## src/rtl/avr_dmem_arbiter.sv

```systemverilog
// Two-master arbiter for the AVR single-port data RAM: CPU has priority and an
// anti-starvation counter forces a bounded external burst after MAX_WAIT conflicts.
module avr_dmem_arbiter #(
  parameter int ADDR_W    = 11,
  parameter int MAX_WAIT  = 4,
  parameter int BURST_MAX = 4
) (
  input  logic              CLK,
  input  logic              RST,
  input  logic              cpu_req,
  input  logic              cpu_we,
  input  logic [15:0]       cpu_addr,
  input  logic [7:0]        cpu_wdata,
  output logic [7:0]        cpu_rdata,
  output logic              cpu_rvalid,
  output logic              cpu_stall,
  input  logic              ext_req,
  input  logic              ext_we,
  input  logic [15:0]       ext_addr,
  input  logic [7:0]        ext_wdata,
  output logic              ext_gnt,
  output logic [7:0]        ext_rdata,
  output logic              ext_rvalid,
  output logic [ADDR_W-1:0] mem_addr,
  output logic              mem_we,
  output logic [7:0]        mem_di,
  input  logic [7:0]        mem_do
);

  localparam int WW = $clog2(MAX_WAIT + 1);
  localparam int BW = $clog2(BURST_MAX + 1);

  typedef enum logic {CPU_OWN = 1'b0, EXT_OWN = 1'b1} owner_t;

  owner_t        owner;
  logic [WW-1:0] wait_cnt;
  logic [BW-1:0] burst_cnt;
  logic          cpu_gnt;
  logic          ext_gnt_i;
  logic          rd_cpu_q;
  logic          rd_ext_q;

  // Handshake: a request is held stable until granted; a grant (cpu: ~cpu_stall,
  // ext: ext_gnt) in a cycle means the access is performed at the closing edge.
  always_comb begin
    cpu_gnt   = 1'b0;
    ext_gnt_i = 1'b0;
    if (!RST) begin
      if (owner == CPU_OWN) begin
        cpu_gnt   = cpu_req;
        ext_gnt_i = ext_req & ~cpu_req;
      end else begin
        ext_gnt_i = ext_req;
      end
    end
  end

  always_comb begin
    mem_addr = cpu_addr[ADDR_W-1:0];
    mem_di   = cpu_wdata;
    mem_we   = cpu_gnt & cpu_we;
    if (ext_gnt_i) begin
      mem_addr = ext_addr[ADDR_W-1:0];
      mem_di   = ext_wdata;
      mem_we   = ext_we;
    end
  end

  assign cpu_stall  = cpu_req & ~cpu_gnt;
  assign ext_gnt    = ext_gnt_i;
  assign cpu_rvalid = rd_cpu_q;
  assign ext_rvalid = rd_ext_q;
  assign cpu_rdata  = mem_do;
  assign ext_rdata  = mem_do;

  // Upper address bits are deliberately dropped: the RAM aliases across them.
  logic unused_addr_bits;
  assign unused_addr_bits = ^{cpu_addr[15:ADDR_W], ext_addr[15:ADDR_W]};

  always_ff @(posedge CLK or posedge RST) begin
    if (RST) begin
      owner     <= CPU_OWN;
      wait_cnt  <= '0;
      burst_cnt <= '0;
      rd_cpu_q  <= 1'b0;
      rd_ext_q  <= 1'b0;
    end else begin
      rd_cpu_q <= cpu_gnt & ~cpu_we;
      rd_ext_q <= ext_gnt_i & ~ext_we;
      case (owner)
        CPU_OWN: begin
          if (cpu_req && ext_req) begin
            if (wait_cnt >= WW'(MAX_WAIT - 1)) begin
              owner     <= EXT_OWN;
              wait_cnt  <= '0;
              burst_cnt <= '0;
            end else begin
              wait_cnt <= wait_cnt + 1'b1;
            end
          end else begin
            wait_cnt <= '0;
          end
        end
        EXT_OWN: begin
          if (ext_req && burst_cnt != BW'(BURST_MAX - 1)) begin
            burst_cnt <= burst_cnt + 1'b1;
          end else begin
            // Burst exhausted or the external master went idle.
            owner     <= CPU_OWN;
            wait_cnt  <= '0;
            burst_cnt <= '0;
          end
        end
        default: owner <= CPU_OWN;
      endcase
    end
  end

endmodule
```

## config.mk

```make
export PLATFORM = sky130hd
export DESIGN_NAME = avr_dmem_arbiter
export DESIGN_NICKNAME = d
export VERILOG_FILES = /design/src/rtl/avr_dmem_arbiter.sv
export SDC_FILE = /design/constraint.sdc
export NUM_CORES = 1
export LEC_CHECK = 0
export CAP_MARGIN = 20
export CORE_UTILIZATION = 30
export DETAILED_ROUTE_END_ITERATION = 8
export PLACE_DENSITY_LB_ADDON = 0.08
export RECOVER_POWER = 50
export SYNTH_ARGS = -nofsm -noshare
export SYNTH_HDL_FRONTEND = slang
export SYNTH_SLANG_ARGS = --single-unit
```

## constraint.sdc

```tcl
create_clock -name CLK -period 2.56 [get_ports CLK]
set_input_delay 0.256 -clock CLK [delete_from_list [all_inputs] [get_ports CLK]]
set_output_delay 0.256 -clock CLK [all_outputs]
set_load 0.1 [all_outputs]
```

; Yosys cells after proc, flatten, opt, wreduce, memory -nomap -nowiden
; Index checks and enable logic that the tools add are counted.
; W data, S select, Z words.
[op_classes]
addsub = 2
n_mul = 0
div_mod_pow = 0
n_lt_le_gt_ge = 1
eq_ne = 4
shifts = 0
muxes = 19
n_bitwise = 10
n_reduce_logical = 3
[op_table]
columns = cell, count
row1 = $mux W3, 6
row2 = $pmux W3 S2, 2
row3 = $mux W11, 1
row4 = $mux W1, 8
row5 = $mux W8, 1
row6 = $add A3 B1 Y3 const B, 2
row7 = $and A1 B1 Y1, 5
row8 = $not A1 Y1, 5
row9 = $ne A2 B1 Y1 const B, 2
row10 = $ge A3 B2 Y1 const B, 1
row11 = $ne A3 B2 Y1 const B, 1
row12 = $logic_and A1 B1 Y1, 2
row13 = $ne A2 B2 Y1 const B, 1
row14 = $pmux W1 S2, 1
row15 = $reduce_and A2 Y1, 1
[word_totals]
register_bits = 9
latch_bits = 0
ramBits = 0
romBits = 0
input_bits = 62
out_inout_bits = 40
memories = 0

; Longest topological paths before layout
; Gate-level depths: netlist (run 1).
[logic_depth]
ltp_word = 5
ltp_mapped = 5

; Worst setup path before layout (run 1)
; OpenSTA, ideal clock, no wires.
[synth_path]
kind = reg2out
from = register owner
to = output mem_we
t_arrival_ns = 2.134
required_ns = 2.304
slack_ns = 0.170
path_stages_with_launch = 4
n_path_buf = 0
path_cell_list = dfrtp_1 > nand2b_4 > nand3_1 > a21oi_1
[synth_between]
elab_chain_len = 4
[synth_rtl]
columns = element, line
row1 = from (decl), 35  ; owner_t owner;
row2 = from (signal assigned), 82  ; owner <= CPU_OWN;
row3 = from (signal assigned), 94  ; owner <= EXT_OWN;
row4 = from (signal assigned), 109  ; owner <= CPU_OWN;
row5 = $mux W1, 49  ; if (owner == CPU_OWN) begin
row6 = $mux W1, 48  ; if (!RST) begin
row7 = $and A1 B1 Y1, 61  ; mem_we = cpu_gnt & cpu_we;
row8 = $mux W1 (*), 62  ; if (ext_gnt_i) begin
row9 = to (decl), 25  ; output logic mem_we,
; Mark *: on every way between the ends. The rest lies on a longest branch, timed or not.

; Final worst setup path (run 1)
[layout_path]
from = input cpu_req
to = output mem_addr[10]
[layout_between]
elab_chain_len = 5
[layout_rtl]
columns = element, line
row1 = from (decl), 10  ; input logic cpu_req,
row2 = $not A1 Y1, 51  ; ext_gnt_i = ext_req & ~cpu_req;
row3 = $and A1 B1 Y1, 51
row4 = $mux W1, 49
row5 = $mux W1, 48
row6 = $mux W11, 62
row7 = to (decl), 24  ; output logic [ADDR_W-1:0] mem_addr,
; No other way between the ends.

==> results of run 1 <==
worst reg2reg max path, stage by stage, from the launching register on:
cell       delay (ns)
dfrtp_1          0.44
ha_1             0.22
ha_1             0.20
a2111oi_2        0.36
nand3_1          0.21
o22ai_1          0.18
synthesized netlist by cell type, drive strengths merged:
library cell | count | area, um2
a2111oi | 1 | 15.0
a211o | 1 | 8.76
a21oi | 3 | 15.0
and3 | 1 | 11.3
and3b | 1 | 8.76
buf | 18 | 160
dfrtp | 9 | 225
ha | 4 | 50.1
inv | 4 | 15.0
mux2 | 19 | 282
nand2 | 4 | 15.0
nand2b | 1 | 13.8
nand3 | 3 | 15.0
nand3b | 2 | 15.0
nor2 | 2 | 7.51
nor2b | 1 | 6.26
nor3 | 1 | 5.00
o21a | 1 | 7.51
o21ai | 4 | 20.0
o22ai | 2 | 12.5
registers in the layout, summed over array words and instances (netlist names):
register,cells
cpu_rvalid,1
wait_cnt,3
ext_rvalid,1
burst_cnt,3
owner,1
through the flow:
stage	std cells	power (mW)	hold slack, ns
3_5_place_dp	163	0.620	0.473
6_report	167	0.727	0.478
3_3_place_gp	163	0.613	0.459
4_1_cts	167	0.736	0.399
2_1_floorplan	82	0.556	0.0923
5_1_grt	167	0.755	0.494
area by class of cell:
| cell class | instances | area share |
|---|---|---|
| Inverter | 4 | 0.00899 |
| Multi-Input combinational cell | 51 | 0.304 |
| Sequential cell | 9 | 0.135 |
| Tap cell | 31 | 0.0232 |
| Clock buffer | 4 | 0.0157 |
| Timing Repair Buffer | 68 | 0.513 |
routing by layer:
layer / global-route usage / wire length, um / vias up
li1: - / - / 381
met2: 0.225 / 1010 / 59
met5: 0 / 0 / -
met4: 0.0592 / 32 / 0
met1: 0.245 / 1260 / 367
met3: 0.0340 / 301 / 7
how the worst max path moves through the flow:
stage	startpoint	depth (start not counted)	end	slack (ns)
after floorplan	owner	3	mem_we	0.17
after global routing	cpu_req	5	mem_addr[10]	0.18
after CTS	cpu_req	5	mem_addr[10]	0.29
after detailed placement	cpu_req	5	mem_addr[10]	0.29
final	cpu_req	5	mem_addr[10]	0.22
after global placement	cpu_req	5	mem_addr[10]	0.32
report_power, final:
| part | internal (mW) | switching, mW |
|---|---|---|
| Sequential | 0.158 | 0.00909 |
| Combinational | 0.191 | 0.255 |
| Clock | 0.0603 | 0.0536 |
kinds of logic (layout without fill, tap and decap cells):
| family | count (synthesis) | count (layout) | share of synthesized area |
|---|---|---|---|
| simple gates | 16 | 16 | 0.107 |
| fa+ha+maj | 4 | 4 | 0.0551 |
| buf+inv | 22 | 76 | 0.193 |
| flops | 9 | 9 | 0.248 |
| mux | 19 | 19 | 0.310 |
| compound gates | 12 | 12 | 0.0868 |
==> out/results.tsv, run 1 <==
metric	value	unit
status	finished, violations left	
failing checks	DRC	
library cells used by synthesis	23	
largest net degree at the start of global routing	22	
Hold EP	burst_cnt[0]	
synthesis warning total	0	
global-route wire length before repair	4.10	mm
hold depth	1	
total vias in the final route	814	
Fmax	0.427	GHz
Setup WS pre-CTS	0.290	ns
FF-to-FF path depth	5	
Worst R2R Setup Slack	0.87	ns
hold_sp	burst_cnt[0]	
Crit. End Element	output pin	
GRT Overall Usage	0.162	
Chip Width	57.0	um
diode count	0	
clk_lat worst skew	0.27	ns
Num CTS Buffers	3	
Routed WL per cell	15.6	um
setup ws final	0.217	ns
Fillers	237	
Reg-to-Reg End	wait_cnt[2]	
Final Skew	0.00148	ns
CTS tree	done	
crit-path leading delay family	buffers and inverters	
CP max stage delay	0.65	ns
First DRT Iteration DRCs	44	
Mean Syn Cell Area	11.1	um2
min Tclk post-route	2.34	ns
Clock Path Buffers	2	
TritonRoute pass-1 iters	9	
Post-DP Area	0.00166	mm2
Die ar.	0.00325	mm2
RSZ-0062 raised after global routing	false	
Pleak	0.751	nW
Ports	102	
core area	0.00281	mm2
initial antenna violation count	0	
FF+latch count, synth	9	
area of the multi-input gates	508	um2
CTS sink cnt	9	
Critical path buffers and inverters	2	
Routed WL	2.61	mm
Final Cycle Share	0.915	
Req. time, crit path	2.30	ns
endpoints failing setup	0	
Hold Path Class	reg2reg	
vias in the first global route	787	
PwrDens	435	mW/mm2
share of cells above drive strength 1	0.338	
worst rel slew slack	0.193	
Mapped Area	908	um2
Final Wtd Congestion	0.765	
DRC viols	20	
Slew @ Worst Pin	1.22	ns
Initial Utilization	0.324	
Resize count post-CTS	0	
Setup Total Neg Slack	0	ns
Worst Path Max Fanout	21	
Slew Limit Fails	0	
register area share after synthesis	0.248	
Overflow after GRT	0	
Port Buf Inserts	67	
clk root buf	clkbuf_4	
Startpoint Class	primary input	
post-route antenna net violation count	0	
Die Y	57.0	um
Crit-path slowest cell	dlygate4sd3_1	
vias per inst	4.87	
Worst-path clk slew	0.06	ns
fin nets	203	
register area	225	um2
IR drop worst, VDD	289	uV
max cap viols	0	
most common cell after layout, fill and taps aside	clkdlybuf4s50_1	
Setup Buffers After CTS	0	
Core Util, Final	0.595	
Worst EP arrival	2.09	ns
syn nets	148	
fin area	0.00167	mm2
Hold-fix buffers, CTS	0	
Layout area overhead	83.9	%
row cnt	19	
Final Hold Fails	0	
commonest non-fill, non-tap cells in the layout	clkdlybuf4s50_1 (41), buf_12 (20), mux2_4 (18)	
htree depth	1	
HPWL after DPL	2.10	mm
critical-path cell list	dlygate4sd3_1, nand2b_4, and3_4, mux2_1, buf_12	
RR Startpoint	wait_cnt[0]	
Syn Inst Count	82	
Worst Path Class, Setup	in2out	
(Power assumes the default switching activity.)
==> run 2: changes to the inputs <==
--- a/config.mk
+++ b/config.mk
@@ -10,6 +10,7 @@
 export DETAILED_ROUTE_END_ITERATION = 8
 export PLACE_DENSITY_LB_ADDON = 0.08
 export RECOVER_POWER = 50
+export SLEW_MARGIN = 25
 export SYNTH_ARGS = -nofsm -noshare
 export SYNTH_HDL_FRONTEND = slang
 export SYNTH_SLANG_ARGS = --single-unit
==> results of run 2 <==
Final layout, timing and power as in run 1 (identical DEF).
==> run 3: changes to the inputs <==
--- a/config.mk
+++ b/config.mk
@@ -10,6 +10,7 @@
 export DETAILED_ROUTE_END_ITERATION = 8
 export PLACE_DENSITY_LB_ADDON = 0.08
 export RECOVER_POWER = 50
+export SKIP_CTS_REPAIR_TIMING = 1
 export SLEW_MARGIN = 25
 export SYNTH_ARGS = -nofsm -noshare
 export SYNTH_HDL_FRONTEND = slang
==> results of run 3 <==
Final layout, timing and power as in run 1 (identical DEF).
